[config.mk]
export PLATFORM = sky130hd
export DESIGN_NAME = seq_sub_signed_flat
export DESIGN_NICKNAME = d
export VERILOG_FILES = /design/src/rtl/seq_sub_signed_pkg.sv /design/src/rtl/seq_sub_signed_if.sv /design/src/rtl/seq_sub_digit.sv /design/src/rtl/seq_sub_signed.sv /design/src/flat_wrapper.sv
export SDC_FILE = /design/constraint.sdc
export NUM_CORES = 1
export LEC_CHECK = 0
export CAP_MARGIN = 20
export CORE_MARGIN = 2
export CORE_UTILIZATION = 55
export CTS_CLUSTER_SIZE = 14
export DETAILED_ROUTE_END_ITERATION = 6
export PLACE_DENSITY_LB_ADDON = 0.2
export RECOVER_POWER = 100
export SLEW_MARGIN = 10
export SYNTH_ARGS = -nofsm -noshare
export SYNTH_HDL_FRONTEND = slang
export SYNTH_HIERARCHICAL = 1
export SYNTH_SLANG_ARGS = --single-unit
export TNS_END_PERCENT = 100
[constraint.sdc]
create_clock -name clk -period 2.6 [get_ports clk]
set_input_delay 0.52 -clock clk [delete_from_list [all_inputs] [get_ports clk]]
set_output_delay 0.52 -clock clk [all_outputs]
set_load 0.005 [all_outputs]
[src/rtl/seq_sub_signed_pkg.sv]
// Shared types for the digit-serial signed subtractor.
package seq_sub_signed_pkg;

    localparam int unsigned STATE_W = 2;

    typedef enum logic [STATE_W-1:0] {
        ST_IDLE = 2'd0,
        ST_RUN  = 2'd1,
        ST_DONE = 2'd2
    } state_e;

endpackage

[src/rtl/seq_sub_signed_if.sv]
// Request/result bundle between a client and seq_sub_signed.
interface seq_sub_signed_if #(
    parameter int unsigned N = 8,
    parameter int unsigned M = N
);
    logic         start;
    logic [N-1:0] A;
    logic [M-1:0] B;
    logic         busy;
    logic         done;
    logic [N:0]   O;

    modport master (output start, A, B, input busy, done, O);
    modport slave  (input start, A, B, output busy, done, O);
endinterface

[src/rtl/seq_sub_digit.sv]
// One W-bit ripple slice computing a + ~b + ci.
module seq_sub_digit #(
    parameter int unsigned W = 1
) (
    input  logic [W-1:0] a,
    input  logic [W-1:0] b,
    input  logic         ci,
    output logic [W-1:0] s,
    output logic         co,
    output logic         c_msb
);
    logic [W:0]   c;
    logic [W-1:0] nb;

    always_comb begin
        nb   = ~b;
        c    = '0;
        s    = '0;
        c[0] = ci;
        for (int unsigned i = 0; i < W; i++) begin
            s[i]   = a[i] ^ nb[i] ^ c[i];
            c[i+1] = (a[i] & nb[i]) | (a[i] & c[i]) | (nb[i] & c[i]);
        end
        co    = c[W];
        c_msb = c[W-1];
    end
endmodule

[src/rtl/seq_sub_signed.sv]
// Digit-serial signed subtractor: O = A - B, W bits per clock, N+1-bit result.
module seq_sub_signed
    import seq_sub_signed_pkg::*;
#(
    parameter int unsigned N = 8,
    parameter int unsigned M = N,
    parameter int unsigned W = 1
) (
    input  logic             clk,
    input  logic             rst,
    seq_sub_signed_if.slave  bus
);
    localparam int unsigned DIGITS = N / W;
    localparam int unsigned CNT_W  = $clog2(DIGITS + 1);

    state_e           state_q;
    logic [CNT_W-1:0] cnt_q;
    logic [N-1:0]     a_q;
    logic [N-1:0]     b_q;
    logic             carry_q;
    logic [N:0]       o_q;
    logic             busy_q;
    logic             done_q;

    logic [N-1:0]     b_ext;
    logic [W-1:0]     sum;
    logic             co;
    logic             c_msb;
    logic             last_digit;
    logic             sign;

    assign b_ext      = N'($signed(bus.B));
    assign last_digit = (cnt_q == CNT_W'(DIGITS - 1));
    // Result sign = N-bit sign corrected by overflow (carry into vs out of bit N-1).
    assign sign       = sum[W-1] ^ c_msb ^ co;

    seq_sub_digit #(.W(W)) u_digit (
        .a     (a_q[W-1:0]),
        .b     (b_q[W-1:0]),
        .ci    (carry_q),
        .s     (sum),
        .co    (co),
        .c_msb (c_msb)
    );

    always_ff @(posedge clk) begin
        if (rst) begin
            state_q <= ST_IDLE;
            cnt_q   <= '0;
            a_q     <= '0;
            b_q     <= '0;
            carry_q <= 1'b0;
            o_q     <= '0;
            busy_q  <= 1'b0;
            done_q  <= 1'b0;
        end else begin
            done_q <= 1'b0;
            case (state_q)
                ST_RUN: begin
                    for (int unsigned j = 0; j < DIGITS; j++) begin
                        if (cnt_q == CNT_W'(j)) o_q[j*W +: W] <= sum;
                    end
                    carry_q <= co;
                    a_q     <= a_q >> W;
                    b_q     <= b_q >> W;
                    cnt_q   <= cnt_q + CNT_W'(1);
                    if (last_digit) begin
                        o_q[N]  <= sign;
                        state_q <= ST_DONE;
                        busy_q  <= 1'b0;
                        done_q  <= 1'b1;
                    end
                end
                ST_IDLE, ST_DONE: begin
                    if (bus.start) begin
                        a_q        <= bus.A;
                        b_q        <= b_ext;
                        carry_q    <= 1'b1;
                        cnt_q      <= '0;
                        o_q[N-1:0] <= '0;
                        state_q    <= ST_RUN;
                        busy_q     <= 1'b1;
                    end else begin
                        state_q <= ST_IDLE;
                    end
                end
                default: begin
                    state_q <= ST_IDLE;
                    busy_q  <= 1'b0;
                end
            endcase
        end
    end

    assign bus.busy = busy_q;
    assign bus.done = done_q;
    assign bus.O    = o_q;
endmodule

[src/flat_wrapper.sv]
// flat-port wrapper written by rule: the top's interface ports become plain ports
module seq_sub_signed_flat import seq_sub_signed_pkg::*;
#(
    parameter int unsigned N = 8,
    parameter int unsigned M = N,
    parameter int unsigned W = 1
)
  (clk, rst, bus_start, bus_A, bus_B, bus_busy, bus_done, bus_O);
  seq_sub_signed_if #(.N(N), .M(M)) bus_i ();
  input  logic clk;
  input  logic rst;
  input wire logic [$bits(bus_i.start)-1:0] bus_start;
  input wire logic [$bits(bus_i.A)-1:0] bus_A;
  input wire logic [$bits(bus_i.B)-1:0] bus_B;
  output wire logic [$bits(bus_i.busy)-1:0] bus_busy;
  output wire logic [$bits(bus_i.done)-1:0] bus_done;
  output wire logic [$bits(bus_i.O)-1:0] bus_O;
  assign bus_i.start = bus_start;
  assign bus_i.A = bus_A;
  assign bus_i.B = bus_B;
  assign bus_busy = bus_i.busy;
  assign bus_done = bus_i.done;
  assign bus_O = bus_i.O;
  seq_sub_signed #(.N(N), .M(M), .W(W)) u_core (.clk(clk), .rst(rst), .bus(bus_i));
endmodule
==> out/qor.yml <==
hold_viol: 0
grt_pass1_vias: 1330
clk_pin_slew_ns: 0.11
avgRoutedWirePerCell_um: 15.9
slew_headroom_pct: 50.5
wl_met2_um: 1720
cp_cell_sequence: "clkdlybuf4s50_1 > nor2b_1 > clkbuf_1 > nor3_1 > a211oi_1"
ant_nets: 0
clk_latency_ns: 0.34
numCtsBuffers: 5
cp_max_fo: 16
portBuffers: 29
routed_wl_um: 3650
cp_slowest_cell: "clkbuf_1"
post_cts_resized: 0
core_area_mm2: 0.00281
synthTopCellsByArea: "dfxtp_1 (41%), mux2i_1 (13%), a211oi_2 (6.0%)"
p_leak_nw: 0.776
grt_first_pass_wirelength_um: 6070
power_mw: 1.19
fmax_mhz: 491
drv_cap: 0
drc: 0
required_ns: 2.86
synth.yosys.warnings: 6
overflow: 0
ys_seq_area_share_pct: 40.9
status: "complete, no violations"
first_pass_iters: 4
cp-end-kind: "flop"
setup_viol_count_final: 0
synth.distinct_cells: 34
antenna_found_initial: 0
criticalPathCategory: "in2reg"
cp.arrival_ns: 2.30
cpPeakStageDelay_ns: 0.59
worst_slew_pin_slew_ns: 0.742
diodes: 0
cts_max_level: 2
dr.max_layer_used: "met4"
track_usage_pct: 23.5
rsz0062_at_grt: "no"
synth-async-reset-ratio_pct: 0
root_buffer: "clkbuf_4"
dp_hpwl_um: 2520
cts_buffer_depth: 2
period_needed_ns: 2.04
ir_worst_vdd_mv: 0.374
ys_ff_latch: 34
finalSetupTns_ns: 0
start_kind: "primary input"
synthCells: 171
cts.sinks: 34
yosys.area.top_type: "dfxtp_1"
rows: 19
start_util_pct: 59.4
nNetsFinal: 222
drive_gt1_share_pct: 10.6
die_h_um: 59.0
post-route-period-util_pct: 78.4
powerDensity_mw_per_mm2: 591
num_io_pins: 30
synth_nets: 195
synth_edf_count: 0
routed-via-count: 1347
die_x_um: 59.0
post_cts_buffers: 0
mappedNetlistArea_mm2: 0.00167
gp_congestion: 0.838
synth_ff_type: "dfxtp_1"
grt_max_degree: 27
syn_to_final_growth_pct: 20.7
netlist.area_leader.share_pct: 40.9
synth.avg_cell_area_um2: 9.74
viasPerCell: 5.86
worstHoldPathType: "reg2reg"
wl_met1_um: 1680
cts_tree: "built"
wl_met3_um: 197
dr.first_iter.drc_count: 39
slew_viol_final: 0
dieArea_mm2: 0.00348
finClkSkew_ns: 0.0128
hold_buffers: 0
==> Yosys cell counts, types with 3 or more instances <==
library cell  number
a211oi_1           7
a211oi_2           8
a21oi_1            9
a31oi_1            4
buf_2              7
buf_4              3
dfxtp_1           34
ha_1               4
inv_1              7
mux2i_1           21
nand2_1           10
nand2b_1           4
nand3_1            9
nand3b_1           3
nor3_1            16
o21ai_1            3
==> metrics by stage <==
| step | instances | hold WS [ns] | worst slack, ns | utilization (%) | area [um^2] |
|---|---|---|---|---|---|
| after floorplan | 171 | 0.448 | 1.04 | - | 1670 |
| after global placement | 222 | 0.445 | 0.684 | 69.3 | 1940 |
| after detailed placement | 222 | 0.451 | 0.588 | 69.3 | 1940 |
| after CTS | 230 | 0.474 | 0.824 | 72.1 | 2020 |
| after global routing | 230 | 0.480 | 0.416 | 71.6 | 2010 |
| final | 230 | 0.463 | 0.563 | 71.6 | 2010 |
==> registers in the layout, summed over array words and instances, names as in the netlist <==
register,count
u_core/a_q,8
u_core/bus.O,9
u_core/carry_q,1
u_core/cnt_q,4
u_core/b_q,8
u_core/state_q,2
u_core/bus.busy,1
u_core/bus.done,1
==> metal layers <==
layer | GRT usage, % | up-vias
li1 | - | 666
met1 | 29.7 | 639
met2 | 38.7 | 36
met3 | 6.11 | 6
met4 | 8.44 | 0
met5 | 0 | -
==> kinds of logic (layout without fill, tap and decap cells) <==
kind of cell             count (synthesis)  after routing  synth area share, %
XOR/XNOR                                 1              1                 1.43
AND/OR/NAND/NOR                         52             52                 17.2
adder cells (fa/ha/maj)                  5              5                 4.21
buffers and inverters                   22             50                 7.06
AO/OA/AOI/OAI                           36             36                 16.6
multiplexers                            21             21                 12.6
flip-flops                              34             34                 40.9
==> cells in the final DEF, fill, tap and decap left out, types with 8 or more instances in the layout <==
cell             netlist  routed
dlygate4sd3_1          0      11
nand2_1               10      11
dfxtp_1               34      34
clkdlybuf4s50_1        0      18
nand3_1                9       9
mux2i_1               21      21
a211oi_2               8       8
a21oi_1                9       9
nor3_1                16      16
==> final timing paths <==
check | startpoint | to | slack (ns) | cells after the start
worst max-delay path | bus_start | u_core/a_q[3] | 0.56 | 5
worst min-delay path | u_core/bus.O[3] | u_core/bus.O[3] | 0.46 | 2
worst max register to register | u_core/state_q[0] | u_core/a_q[3] | 0.77 | 4
worst min register to register | u_core/bus.O[3] | u_core/bus.O[3] | 0.46 | 2
==> cell type report <==
type / count / area (um^2)
Timing Repair Buffer: 34 / 317
Inverter: 8 / 30.0
Fill cell: 224 / 796
Tap cell: 31 / 38.8
Sequential cell: 34 / 681
Clock buffer: 8 / 78.8
Multi-Input combinational cell: 115 / 865
==> report_power, final <==
part / internal (mW) / switching [mW]
Sequential: 0.560 / 0.0294
Clock: 0.185 / 0.175
Combinational: 0.120 / 0.119
==> critical path: cells and delay by family <==
family                 cells  cell delay (ns)
buffers and inverters      2             1.09
AOI/OAI and AO/OA          1             0.25
and+or+nand+nor            2             0.43
Note: power is estimated with default switching activity, not from simulation.
